<file path="config.mk">
export PLATFORM = sky130hd
export DESIGN_NAME = multicycle_control_unit
export DESIGN_NICKNAME = d
export VERILOG_FILES = /design/src/rtl/multicycle_control_unit_pkg.sv /design/src/rtl/multicycle_control_unit_instr_decoder.sv /design/src/rtl/multicycle_control_unit.sv
export SDC_FILE = /design/constraint.sdc
export NUM_CORES = 1
export LEC_CHECK = 0
export CORE_UTILIZATION = 41
export CTS_CLUSTER_DIAMETER = 60
export DETAILED_ROUTE_END_ITERATION = 16
export PLACE_DENSITY = 0.76
export SETUP_SLACK_MARGIN = 0.15
export SKIP_LAST_GASP = 1
export SYNTH_ARGS = -nofsm -noshare
export SYNTH_HDL_FRONTEND = slang
export SYNTH_SLANG_ARGS = --single-unit
</file>
<file path="constraint.sdc">
create_clock -name clk -period 1.85 [get_ports clk]
set_input_delay 0.37 -clock clk [delete_from_list [all_inputs] [get_ports clk]]
set_output_delay 0.37 -clock clk [all_outputs]
set_load 0.01 [all_outputs]
</file>
<file path="src/rtl/multicycle_control_unit_pkg.sv">
// Shared definitions for the multi-cycle MIPS32 control unit: state encoding,
// ALU/branch/size codes, opcode/function constants and the decoded control bundle.
package multicycle_control_unit_pkg;

  typedef enum logic [2:0] {
    FETCH  = 3'd0,
    DECODE = 3'd1,
    EXEC   = 3'd2,
    MEM    = 3'd3,
    WB     = 3'd4,
    TRAP   = 3'd5
  } cuState_t;

  typedef enum logic [2:0] {
    CLS_NONE   = 3'd0,
    CLS_ALU    = 3'd1,
    CLS_BRANCH = 3'd2,
    CLS_JUMP   = 3'd3,
    CLS_LOAD   = 3'd4,
    CLS_STORE  = 3'd5
  } instrClass_t;

  localparam logic [2:0] ALU_ADD  = 3'd0;
  localparam logic [2:0] ALU_SUB  = 3'd1;
  localparam logic [2:0] ALU_AND  = 3'd2;
  localparam logic [2:0] ALU_OR   = 3'd3;
  localparam logic [2:0] ALU_SLT  = 3'd4;
  localparam logic [2:0] ALU_LUI  = 3'd5;
  localparam logic [2:0] ALU_XOR  = 3'd6;
  localparam logic [2:0] ALU_SLTU = 3'd7;

  localparam logic [2:0] BR_NONE = 3'd0;
  localparam logic [2:0] BR_BEQ  = 3'd1;
  localparam logic [2:0] BR_BNE  = 3'd2;
  localparam logic [2:0] BR_BGEZ = 3'd3;
  localparam logic [2:0] BR_BGTZ = 3'd4;
  localparam logic [2:0] BR_BLEZ = 3'd5;
  localparam logic [2:0] BR_BLTZ = 3'd6;

  localparam logic [1:0] SIZE_WORD = 2'd0;
  localparam logic [1:0] SIZE_HALF = 2'd1;
  localparam logic [1:0] SIZE_BYTE = 2'd2;

  localparam logic [5:0] OP_RTYPE  = 6'h00;
  localparam logic [5:0] OP_REGIMM = 6'h01;
  localparam logic [5:0] OP_J      = 6'h02;
  localparam logic [5:0] OP_BEQ    = 6'h04;
  localparam logic [5:0] OP_BNE    = 6'h05;
  localparam logic [5:0] OP_BLEZ   = 6'h06;
  localparam logic [5:0] OP_BGTZ   = 6'h07;
  localparam logic [5:0] OP_ADDI   = 6'h08;
  localparam logic [5:0] OP_ADDIU  = 6'h09;
  localparam logic [5:0] OP_SLTI   = 6'h0A;
  localparam logic [5:0] OP_SLTIU  = 6'h0B;
  localparam logic [5:0] OP_ANDI   = 6'h0C;
  localparam logic [5:0] OP_ORI    = 6'h0D;
  localparam logic [5:0] OP_XORI   = 6'h0E;
  localparam logic [5:0] OP_LUI    = 6'h0F;
  localparam logic [5:0] OP_LB     = 6'h20;
  localparam logic [5:0] OP_LH     = 6'h21;
  localparam logic [5:0] OP_LW     = 6'h23;
  localparam logic [5:0] OP_LBU    = 6'h24;
  localparam logic [5:0] OP_LHU    = 6'h25;
  localparam logic [5:0] OP_SB     = 6'h28;
  localparam logic [5:0] OP_SH     = 6'h29;
  localparam logic [5:0] OP_SW     = 6'h2B;

  localparam logic [5:0] FN_ADD  = 6'h20;
  localparam logic [5:0] FN_ADDU = 6'h21;
  localparam logic [5:0] FN_SUB  = 6'h22;
  localparam logic [5:0] FN_SUBU = 6'h23;
  localparam logic [5:0] FN_AND  = 6'h24;
  localparam logic [5:0] FN_OR   = 6'h25;
  localparam logic [5:0] FN_XOR  = 6'h26;
  localparam logic [5:0] FN_SLT  = 6'h2A;
  localparam logic [5:0] FN_SLTU = 6'h2B;

  localparam logic [4:0] RT_BLTZ = 5'd0;
  localparam logic [4:0] RT_BGEZ = 5'd1;

  typedef struct packed {
    instrClass_t cls;
    logic [2:0]  branchCode;
    logic [2:0]  aluFunc;
    logic        aluSrc;
    logic        bitXtend;
    logic [1:0]  rfWriteDataSel;
    logic        rfWriteAddrSel;
    logic [1:0]  memDataSize;
    logic        memBitExt;
  } ctrl_t;

endpackage

</file>
<file path="src/rtl/multicycle_control_unit_instr_decoder.sv">
// Combinational instruction decoder: opc/func/rt to control bundle, class and valid.
// Unsupported encodings produce an all-zero bundle with valid=0.
module instr_decoder
  import multicycle_control_unit_pkg::*;
(
  input  logic [5:0] opc,
  input  logic [5:0] func,
  input  logic [4:0] rt,
  output ctrl_t      ctrl,
  output logic       valid
);

  always_comb begin
    ctrl  = '0;
    valid = 1'b1;
    case (opc)
      OP_RTYPE: begin
        ctrl.cls            = CLS_ALU;
        ctrl.rfWriteAddrSel = 1'b1;
        case (func)
          FN_ADD, FN_ADDU: ctrl.aluFunc = ALU_ADD;
          FN_SUB, FN_SUBU: ctrl.aluFunc = ALU_SUB;
          FN_AND:          ctrl.aluFunc = ALU_AND;
          FN_OR:           ctrl.aluFunc = ALU_OR;
          FN_XOR:          ctrl.aluFunc = ALU_XOR;
          FN_SLT:          ctrl.aluFunc = ALU_SLT;
          FN_SLTU:         ctrl.aluFunc = ALU_SLTU;
          default: begin
            ctrl  = '0;
            valid = 1'b0;
          end
        endcase
      end
      // Branch compares run through the ALU as a subtraction of rs and rt/zero.
      OP_REGIMM: begin
        ctrl.cls     = CLS_BRANCH;
        ctrl.aluFunc = ALU_SUB;
        case (rt)
          RT_BGEZ: ctrl.branchCode = BR_BGEZ;
          RT_BLTZ: ctrl.branchCode = BR_BLTZ;
          default: begin
            ctrl  = '0;
            valid = 1'b0;
          end
        endcase
      end
      OP_BEQ:  begin ctrl.cls = CLS_BRANCH; ctrl.aluFunc = ALU_SUB; ctrl.branchCode = BR_BEQ;  end
      OP_BNE:  begin ctrl.cls = CLS_BRANCH; ctrl.aluFunc = ALU_SUB; ctrl.branchCode = BR_BNE;  end
      OP_BLEZ: begin ctrl.cls = CLS_BRANCH; ctrl.aluFunc = ALU_SUB; ctrl.branchCode = BR_BLEZ; end
      OP_BGTZ: begin ctrl.cls = CLS_BRANCH; ctrl.aluFunc = ALU_SUB; ctrl.branchCode = BR_BGTZ; end
      OP_J:    ctrl.cls = CLS_JUMP;
      OP_ADDI, OP_ADDIU: begin ctrl.cls = CLS_ALU; ctrl.aluSrc = 1'b1; ctrl.aluFunc = ALU_ADD;  end
      OP_SLTI:  begin ctrl.cls = CLS_ALU; ctrl.aluSrc = 1'b1; ctrl.aluFunc = ALU_SLT;  end
      OP_SLTIU: begin ctrl.cls = CLS_ALU; ctrl.aluSrc = 1'b1; ctrl.aluFunc = ALU_SLTU; end
      OP_LUI:   begin ctrl.cls = CLS_ALU; ctrl.aluSrc = 1'b1; ctrl.aluFunc = ALU_LUI;  end
      // Logical immediates are zero-extended, everything else sign-extends.
      OP_ANDI: begin ctrl.cls = CLS_ALU; ctrl.aluSrc = 1'b1; ctrl.aluFunc = ALU_AND; ctrl.bitXtend = 1'b1; end
      OP_ORI:  begin ctrl.cls = CLS_ALU; ctrl.aluSrc = 1'b1; ctrl.aluFunc = ALU_OR;  ctrl.bitXtend = 1'b1; end
      OP_XORI: begin ctrl.cls = CLS_ALU; ctrl.aluSrc = 1'b1; ctrl.aluFunc = ALU_XOR; ctrl.bitXtend = 1'b1; end
      OP_LB, OP_LBU, OP_LH, OP_LHU, OP_LW: begin
        ctrl.cls            = CLS_LOAD;
        ctrl.aluSrc         = 1'b1;
        ctrl.rfWriteDataSel = 2'd1;
        ctrl.memDataSize    = (opc == OP_LB || opc == OP_LBU) ? SIZE_BYTE :
                              (opc == OP_LH || opc == OP_LHU) ? SIZE_HALF : SIZE_WORD;
        ctrl.memBitExt      = (opc == OP_LBU || opc == OP_LHU);
      end
      OP_SB, OP_SH, OP_SW: begin
        ctrl.cls         = CLS_STORE;
        ctrl.aluSrc      = 1'b1;
        ctrl.memDataSize = (opc == OP_SB) ? SIZE_BYTE :
                           (opc == OP_SH) ? SIZE_HALF : SIZE_WORD;
      end
      default: valid = 1'b0;
    endcase
  end

endmodule

</file>
<file path="src/rtl/multicycle_control_unit.sv">
// Multi-cycle MIPS32 control unit: FETCH/DECODE/EXEC/MEM/WB sequencer with memReady stall.
// Optional `define TRAP_EN adds a memory-wait timeout and a sticky TRAP state for faults.
module multicycle_control_unit
  import multicycle_control_unit_pkg::*;
#(
  parameter int ALU_FUNC_W  = 4,
  parameter int MEM_TIMEOUT = 15
) (
  input  logic                  clk,
  input  logic                  rst,
  input  logic [5:0]            opc,
  input  logic [5:0]            func,
  input  logic [4:0]            rt,
  input  logic                  memReady,
  output logic                  memReq,
  output logic                  memWrite,
  output logic [1:0]            memDataSize,
  output logic                  memBitExt,
  output logic                  irWrite,
  output logic                  pcWrite,
  output logic                  jmp,
  output logic [2:0]            branch,
  output logic                  rfWriteEnable,
  output logic [1:0]            rfWriteDataSel,
  output logic                  rfWriteAddrSel,
  output logic                  aluSrc,
  output logic [ALU_FUNC_W-1:0] aluFunc,
  output logic                  bitXtend,
  output logic                  invOpcode,
  output logic                  fault,
  output logic [2:0]            state
);

  if (MEM_TIMEOUT < 1) begin : gBadTimeout
    $error("MEM_TIMEOUT must be at least 1");
  end

  cuState_t curState, nextState;
  ctrl_t    decCtrl, ctrlReg;
  logic     decValid;
  logic     armed;
  logic     memPhase;
  logic     timeout;

  instr_decoder uDecoder (
    .opc   (opc),
    .func  (func),
    .rt    (rt),
    .ctrl  (decCtrl),
    .valid (decValid)
  );

  // armed is low for the first cycle after reset so every output reads 0 there.
  assign memPhase = armed && (curState == FETCH || curState == MEM);

`ifdef TRAP_EN
  localparam int CNT_W = $clog2(MEM_TIMEOUT + 1);
  logic [CNT_W-1:0] waitCnt;
  logic             trapInv;

  assign timeout = memPhase && !memReady && (waitCnt == CNT_W'(MEM_TIMEOUT - 1));

  always_ff @(posedge clk) begin
    if (rst || !memPhase || memReady || timeout) waitCnt <= '0;
    else                                         waitCnt <= waitCnt + 1'b1;
  end

  always_ff @(posedge clk) begin
    if (rst)                                 trapInv <= 1'b0;
    else if (curState == DECODE && !decValid) trapInv <= 1'b1;
  end
`else
  assign timeout = 1'b0;
`endif

  always_ff @(posedge clk) begin
    if (rst) begin
      curState <= FETCH;
      armed    <= 1'b0;
      ctrlReg  <= '0;
    end else begin
      armed    <= 1'b1;
      curState <= nextState;
      if (curState == DECODE) ctrlReg <= decCtrl;
    end
  end

  always_comb begin
    nextState = curState;
    case (curState)
      FETCH: begin
        if (armed && memReady) nextState = DECODE;
        else if (timeout)      nextState = TRAP;
      end
      DECODE: begin
        if (decValid) nextState = EXEC;
        else begin
`ifdef TRAP_EN
          nextState = TRAP;
`else
          nextState = FETCH;
`endif
        end
      end
      EXEC: begin
        case (ctrlReg.cls)
          CLS_ALU:             nextState = WB;
          CLS_LOAD, CLS_STORE: nextState = MEM;
          default:             nextState = FETCH;
        endcase
      end
      MEM: begin
        if (memReady)     nextState = (ctrlReg.cls == CLS_LOAD) ? WB : FETCH;
        else if (timeout) nextState = TRAP;
      end
      WB:      nextState = FETCH;
      TRAP:    nextState = TRAP;
      default: nextState = FETCH;
    endcase
  end

  // Strobes follow the state; static controls come straight from the DECODE-exit register.
  always_comb begin
    memReq         = 1'b0;
    memWrite       = 1'b0;
    irWrite        = 1'b0;
    pcWrite        = 1'b0;
    jmp            = 1'b0;
    branch         = BR_NONE;
    rfWriteEnable  = 1'b0;
    invOpcode      = 1'b0;
    fault          = 1'b0;
    aluFunc        = ALU_FUNC_W'(ctrlReg.aluFunc);
    aluSrc         = ctrlReg.aluSrc;
    bitXtend       = ctrlReg.bitXtend;
    rfWriteDataSel = ctrlReg.rfWriteDataSel;
    rfWriteAddrSel = ctrlReg.rfWriteAddrSel;
    memBitExt      = ctrlReg.memBitExt;
    memDataSize    = (curState == FETCH) ? SIZE_WORD : ctrlReg.memDataSize;
    if (armed) begin
      case (curState)
        FETCH: begin
          memReq  = 1'b1;
          irWrite = memReady;
          pcWrite = memReady;
        end
        DECODE: invOpcode = !decValid;
        EXEC: begin
          jmp    = (ctrlReg.cls == CLS_JUMP);
          branch = ctrlReg.branchCode;
        end
        MEM: begin
          memReq   = 1'b1;
          memWrite = (ctrlReg.cls == CLS_STORE);
        end
        WB: rfWriteEnable = 1'b1;
        TRAP: begin
`ifdef TRAP_EN
          invOpcode = trapInv;
          fault     = 1'b1;
`endif
        end
        default: ;
      endcase
    end
  end

  assign state = curState;

endmodule

</file>
Word level (Yosys, flattened, before mapping)
Cells that the tools add are included.
- flip-flop bits (word level): 21
- latch bits: 0
- bits in writable memories: 0
- bits in read-only memories: 0
- bits of input ports: 20
- output and inout port bits: 26
- word-level logic and storage cells: 119
- memories kept: 0
- add/sub/neg operators: 0
- multiply operators: 0
- div/mod/pow operators: 0
- $lt $le $gt $ge: 0
- eq/ne operators: 43
- shift-type cells: 0
- mux-type cells: 44
- bitwise operators: 0
- reductions and logical operators: 21
- operators with widths (kind ; number):
    $eq 6x6->1 const B ; 17
    $eq 6x4->1 const B ; 8
    $pmux 3 s6 ; 2
    $pmux 3 s9 ; 1
    $eq 6x3->1 const B ; 4
    $pmux 3 s7 ; 1
    $reduce_or 21->1 ; 1
    $mux 1 ; 17
    $reduce_or 16->1 ; 1
    $mux 3 ; 5
    $pmux 3 s5 ; 1
    $eq 3x3->1 const B ; 4
    $pmux 1 s3 ; 4
    $pmux 3 s2 ; 2
    $mux 2 ; 5
    $eq 3x2->1 const B ; 3
    $mux 9 ; 1
    $reduce_or 9->1 ; 1
    $mux 4 ; 2
    $pmux 2 s4 ; 1
    $reduce_or 2->1 ; 4
    $reduce_or 8->1 ; 1
    $eq 3x1->1 const B ; 2
    $eq 6x1->1 const B ; 1
    16 further kinds ; 19

Logic depth before layout (Yosys ltp)
Gate-level depths: netlist of the first run.
- depth after elaboration: 7
- gate-level depth with buffers: 6
- mapped depth without buffers: 5

Cells and area by module
Synthesis of the first run repeated with hierarchy kept, for this count alone.
- cell total of the unflattened synthesis: 199
- area, all modules: 1426.4 µm²
- modules (own cells, without submodules) (module ; instances ; cells an instance ; area an instance (µm²) ; sequential area each (µm²)):
    multicycle_control_unit ; 1 ; 130 ; 1013.5 ; 420.4
    instr_decoder ; 1 ; 69 ; 412.9 ; 0.0

Worst setup path after synthesis of the first run
OpenSTA, ideal clock, no wires.
- path type: input-to-output
- from: input port opc[3]
- to: output port invOpcode
- data arrival time: 1.592 ns
- required time: 1.480 ns
- setup slack: -0.112 ns
- cell stages on the path: 6
- path buffers: 1
- path through: buf_6 or4_4 nor2_2 a21boi_4 a211oi_1 and3_1
- cells in the longest elaborated chain, start to end: 6
- elaborated cells between the ends (all ways): 28
- those cells by class: eq/ne (22); mux (3); reduce/logical (3)
- ends and longest elaborated chain (element ; RTL line ; source):
    start: declaration ; multicycle_control_unit.sv:11 ; input logic [5:0] opc,
    $eq 6x2->1, or another cell as far along ; multicycle_control_unit_instr_decoder.sv:16 ; case (opc)
    $reduce_or 21->1 (no line) ; n/a ;
    $pmux 1 s3 * ; multicycle_control_unit_instr_decoder.sv:16 ;
    $logic_not 1->1 * ; multicycle_control_unit.sv:147 ; DECODE: invOpcode = !decValid;
    $mux 1 * ; multicycle_control_unit.sv:141 ; case (curState)
    $mux 1 * ; multicycle_control_unit.sv:140 ; if (armed) begin
    end: declaration ; multicycle_control_unit.sv:29 ; output logic invOpcode,
Mark *: on every way between the ends. The rest lies on a longest branch, timed or not.

Worst setup path in the final report of the first run
- from: input port opc[0]
- to: output port invOpcode
The elaborated chain is that of the path after synthesis.

==> impl_metrics.py, run 1 <==
metrics = {
    "outcome": {
        "outcome": "finished with violations",
        "violations": "setup timing",
    },
    "logic_synthesis": {
        "netlist.area_leader.share_pct": 29.0,
        "synth_top_family_by_area": "simple AND/OR/NAND/NOR gates",
        "synthAdderAreaFrac_pct": 0,
        "synth-seq-cells": 20,
        "yosys.area.top_type": "dfxtp_1",
        "synth_area_leaders": "dfxtp_1 29%, nor2_1 7.1%, nand2_1 4.6%",
        "avgSynthCellArea_um2": 7.51,
        "ys_warn_count": 0,
        "ys_types": 43,
        "synth_edf_count": 0,
        "synth_flop_cell": "dfxtp_1",
        "ys_top_cells_by_count": "26 x nor2_1, 20 x dfxtp_1, 17 x nand2_1, 11 x a21oi_1, 11 x clkbuf_1",
        "synth-seq-area-share_pct": 29.0,
        "synth_compound_area_share_pct": 24.3,
        "netlist_area_mm2": 0.00138,
        "synth.area.mux_share_pct": 1.45,
        "synth_most_common_cell": "nor2_1",
        "yosys.area_share.simple_pct": 32.9,
        "synthArstFlopShare_pct": 0,
        "synth_xor_area_share_pct": 1.90,
        "syn-instance-count": 184,
    },
    "drt": {
        "viasPerCell": 5.22,
        "vias": 1630,
        "first_pass_iters": 4,
        "wl_um": 4090,
        "postRouteAntennaNets": 0,
        "post_drt_wl_per_cell_um": 13.1,
        "drc": 0,
        "drt_iter0_drc": 67,
    },
    "critical_path": {
        "crit_required_ns": 1.48,
        "critPathBufInv": 2,
        "end_kind": "output pin",
        "critical_path_class": "in -> out",
        "cp_top_family": "simple AND/OR/NAND/NOR gates",
        "path_cells": "buf_6 > or4b_4 > nor2_4 > a21boi_4 > a211oi_2 > and3_1 > buf_2",
        "slowest_stage": "or4b_4",
        "critPathMaxFanout": 2,
        "cp.arrival_ns": 1.70,
        "reg2reg_depth": 8,
        "critPathLaunchType": "input port",
        "cp.depth": 7,
        "worst_path_largest_cell_delay_ns": 0.55,
        "reg2reg_slack_ns": 0.22,
    },
    "timing": {
        "hold_violations": 0,
        "worst_clock_skew_ns": 0.00449,
        "min_period_over_period_pct": 112,
        "drv_slew": 0,
        "fin_ws_ns": -0.222,
        "holdWs_ns": 0.465,
        "setup_viol": 1,
        "rsz0062_at_grt": "yes",
        "min_period_ns": 2.07,
        "max_clock_freq_mhz": 483,
    },
    "place": {
        "globalplace.congestion": 0.866,
        "place_area_mm2": 0.00205,
        "dpl.cell_count": 291,
        "port_buffers": 42,
        "dpl.hpwl_um": 2770,
    },
    "global_route": {
        "grtUsageTotal_pct": 23.0,
        "overflow": 0,
        "grt_max_degree": 13,
        "grt_pass1_wl_um": 6220,
        "grt_pass1_vias": 1470,
        "antenna_found_initial": 0,
    },
    "power": {
        "power_density_mw_per_mm2": 391,
        "leakage_nw": 1.02,
        "peakVddDrop_uv": 476,
        "power_mw": 0.902,
    },
    "final_layout": {
        "fillers": 230,
        "post-route-util_pct": 73.8,
        "stdcell_count": 312,
        "antennaDiodeCount": 0,
        "synthToLayoutAreaGrowth_pct": 66.9,
        "fin_nets": 290,
        "final_layout_size_suffix_gt1_share_pct": 41.8,
        "stdcell_area_mm2": 0.00231,
    },
    "cts": {
        "htreeDepth": 1,
        "cts_buffers": 3,
        "cts_root_buffer": "clkbuf_4",
        "clkTransAtPathRegs_ns": 0.10,
        "clock_latency_ns": 0.30,
        "cts.sink_count": 20,
        "cts_tree": "yes",
        "cts.path.max_buffers": 2,
        "cts_hold_buf": 0,
    },
    "hold_path": {
        "worstHoldPathCells": 2,
        "hold_path.class": "reg -> reg",
    },
    "die": {
        "rows": 20,
        "die_h_um": 60.1,
        "dieWidth_um": 60.1,
        "die-area_mm2": 0.00361,
        "core_mm2": 0.00313,
        "start_util_pct": 44.2,
        "ios": 46,
    },
    "run": {
        "maxCapViolations": 0,
    },
}
-- worst min-delay path: stages, from the launching register on --
cell	delay (ns)
dfxtp_1	0.32
nand2_1	0.05
a21oi_1	0.05
-- per-layer routing --
layer	part of all wire (%)	routed length [µm]	GRT usage, %	vias to the layer above
li1	-	-	-	809
met1	43	1750	26.9	752
met2	50	2060	41.1	55
met4	2.0	82	6.98	0
met3	4.8	198	5.63	14
met5	0	0	0	-
-- layout make-up --
type | count | area [µm²] | share of cell area [%]
multi-input combinational | 140 | 950 | 41.2
timing repair buffer | 100 | 853 | 37.0
clock buffer | 3 | 22.5 | 0.976
inverter | 5 | 18.8 | 0.813
sequential | 20 | 408 | 17.7
tap | 44 | 55.1 | 2.39
-- flip-flops by register name (all words and copies together) (netlist names) --
register and flops:
aluFunc 3, aluSrc 1, armed 1, bitXtend 1, ctrlReg 8, memBitExt 1, rfWriteAddrSel 1, rfWriteDataSel 1
state 3
-- report_power, final --
| group | internal (mW) | switching (mW) | total [mW] | leakage (nW) |
|---|---|---|---|---|
| registers | 0.434 | 0.00498 | 0.439 | 0.163 |
| logic | 0.143 | 0.120 | 0.263 | 0.839 |
| clock network | 0.0759 | 0.124 | 0.200 | 0.0138 |
-- placed cells by master, fill, tap and decap left out, drive strengths merged, types with 4 or more instances in the layout --
master         synthesis  layout
nand2                 17      17
a21oi                 12      12
nor4                   4       4
and2                   4       4
a22o                   6       6
clkdlybuf4s50          0      17
dfxtp                 20      20
inv                    5       5
nor2                  27      27
a22oi                  7       7
buf                   10      74
clkbuf                11       6
nand2b                 7       7
nor2b                  5       5
o21ai                  9       9
nor3                   7       7
-- worst paths after layout --
kind | startpoint | end
max reg2reg | state[1] | aluFunc[1]
min reg2reg | rfWriteAddrSel | rfWriteAddrSel
max | opc[0] | invOpcode
min | rfWriteAddrSel | rfWriteAddrSel
-- cells by family (layout without fill, tap and decap cells) --
| group | count (synthesis) | in the layout |
|---|---|---|
| and+or+nand+nor | 87 | 87 |
| AOI/OAI and AO/OA | 45 | 45 |
| DFF | 20 | 20 |
| buffers and inverters | 26 | 108 |
| other | 1 | 3 |
| muxes | 2 | 2 |
| xor gates and xnor gates | 3 | 3 |
-- metrics by stage --
stage	setup TNS, ns	worst slack, ns
finish	-0.222	-0.222
global route	-0.249	-0.249
CTS	-0.219	-0.219
detailed placement	-3.26	-0.886
global placement	-2.99	-0.878
floorplan	-0.0343	-0.0343
-- what timing repair did --
| action | 4_1_cts | 5_1_grt |
|---|---|---|
| setup endpoints to repair | 24 | 21 |
| gates resized for setup | 83 | 44 |
| setup buffers | 6 | 12 |
| pin swaps | 8 | 14 |
Note: power is estimated with default switching activity, not from simulation.
==> run 2, diff against run 1 <==
- CTS_BUF_LIST: unset -> sky130_fd_sc_hd__clkbuf_16
- CTS_CLUSTER_DIAMETER: 60 -> unset
==> run 2 against run 1 <==
Against the previous run: the run still ends with setup timing left; wire length up 0.59%; final area down 2.6%; cell count down 2.9%; largest power group unchanged; highest routed layer unchanged.
==> impl_metrics.py, run 2 (synthesized netlist as in run 1, its figures left out) <==
metrics = {
    "outcome": {
        "outcome": "finished with violations",
        "violations": "setup timing",
    },
    "final_layout": {
        "regArea_um2": 405,
        "post-route-util_pct": 71.8,
        "fin_nets": 281,
        "final_common_cell": "buf_4",
        "final_layout_size_suffix_gt1_share_pct": 34.7,
        "antennaDiodeCount": 0,
        "synthToLayoutAreaGrowth_pct": 62.5,
        "multi_input_area_um2": 922,
        "stdcell_area_mm2": 0.00225,
        "final_cell_mix": "43 x buf_4, 25 x nor2_1, 18 x dfxtp_1",
        "fillers": 254,
        "largest_reg_flops": 8,
        "regMostFlops": "ctrlReg",
    },
    "critical_path": {
        "end_kind": "output pin",
        "critPathMaxFanout": 6,
        "critical_path_class": "in -> out",
        "reg2reg_from": "state[2]",
        "worstSetupStartpoint": "opc[3]",
        "cp.arrival_ns": 1.68,
        "crit_required_ns": 1.48,
        "critPathLaunchType": "input port",
    },
    "timing": {
        "min_period_over_period_pct": 111,
        "rsz0062_at_grt": "yes",
        "hold_violations": 0,
        "setup_viol": 1,
        "max_clock_freq_mhz": 488,
        "fin_ws_ns": -0.201,
        "min_period_ns": 2.05,
        "drv_slew": 0,
        "worst_clock_skew_ns": 0.00150,
    },
    "cts": {
        "htreeDepth": 1,
        "clkTransAtPathRegs_ns": 0.05,
        "cts_tree": "yes",
        "cts_buffers": 3,
        "cts.sink_count": 20,
        "clock_latency_ns": 0.25,
        "cts.path.max_buffers": 2,
        "cts_root_buffer": "clkbuf_16",
    },
    "drt": {
        "postRouteAntennaNets": 0,
        "first_pass_iters": 4,
        "drc": 0,
        "drt_iter0_drc": 88,
        "viasPerCell": 5.34,
        "wl_um": 4110,
        "post_drt_wl_per_cell_um": 13.6,
        "vias": 1617,
    },
    "die": {
        "dieWidth_um": 60.1,
        "start_util_pct": 44.2,
        "rows": 20,
        "core_mm2": 0.00313,
        "die_h_um": 60.1,
        "die-area_mm2": 0.00361,
        "ios": 46,
    },
    "hold_path": {
        "hold_path.class": "reg -> reg",
        "min_from": "rfWriteAddrSel",
    },
    "power": {
        "peakVddDrop_uv": 417,
        "leakage_nw": 1.00,
        "power_density_mw_per_mm2": 504,
    },
    "global_route": {
        "grtUsageTotal_pct": 23.2,
        "grt_pass1_vias": 1426,
        "grt_max_degree": 13,
        "grt_pass1_wl_um": 6290,
        "overflow": 0,
        "antenna_found_initial": 0,
    },
    "place": {
        "port_buffers": 42,
        "place_area_mm2": 0.00205,
        "globalplace.congestion": 0.866,
        "dpl.hpwl_um": 2770,
    },
    "run": {
        "maxCapViolations": 0,
    },
}
run 2: per-layer routing:
layer / up-vias / track usage [%] / share of wire, %
met5: - / 0 / 0
met4: 0 / 6.98 / 2.0
met3: 14 / 3.68 / 4.8
met2: 74 / 41.6 / 51
met1: 742 / 28.2 / 42
li1: 787 / - / -
run 2: per-stage QoR:
step	instances	setup TNS [ns]	hold WS (ns)	setup slack [ns]	power, mW
finish	303	-0.201	0.458	-0.201	1.13
global route	303	-0.234	0.501	-0.234	1.17
CTS	298	-0.218	0.463	-0.218	1.12
detailed placement	291	-3.26	0.455	-0.886	0.679
global placement	291	-2.99	0.438	-0.878	0.676
floorplan	186	-0.0343	0.427	-0.0343	0.563
run 2: layout make-up:
cell class	instances	share of cell area (%)
repair buffers	91	34.3
inverters	5	0.835
flip-flops and latches	20	18.0
clock buffers	3	3.34
well taps	44	2.45
multi-input cells	140	41.0
run 2: path summary, 6_finish.rpt:
check	endpoint	slack, ns	cells after the start
worst min-delay path	rfWriteAddrSel	0.46	2
worst min register to register	rfWriteAddrSel	0.46	2
worst max-delay path	invOpcode	-0.20	8
worst max register to register	aluFunc[1]	0.23	7
run 2: critical path: stages:
cell and delay (ns):
buf_6 0.09, buf_6 0.10, buf_6 0.12, a22o_1 0.25, a221oi_2 0.37, a211oi_2 0.10
and3_1 0.15, buf_2 0.13
run 2: timing repair:
| action | in CTS | in global routing |
|---|---|---|
| gates resized for setup | 74 | 24 |
| hold buffers | 0 | 0 |
| endpoints found under the setup margin | 21 | 13 |
| buffers inserted | 4 | 5 |
| pin swaps | 9 | 12 |
run 2: power breakdown:
part / leakage, nW / internal, mW / switching, mW
registers: 0.163 / 0.435 / 0.00515
clock network: 0.0370 / 0.285 / 0.154
logic: 0.801 / 0.135 / 0.119
==> run 3, diff against run 2 <==
- GPL_ROUTABILITY_DRIVEN: unset -> 0
==> results of run 3 <==
Same layout as run 2: the final DEF is identical, and so are final timing and power.
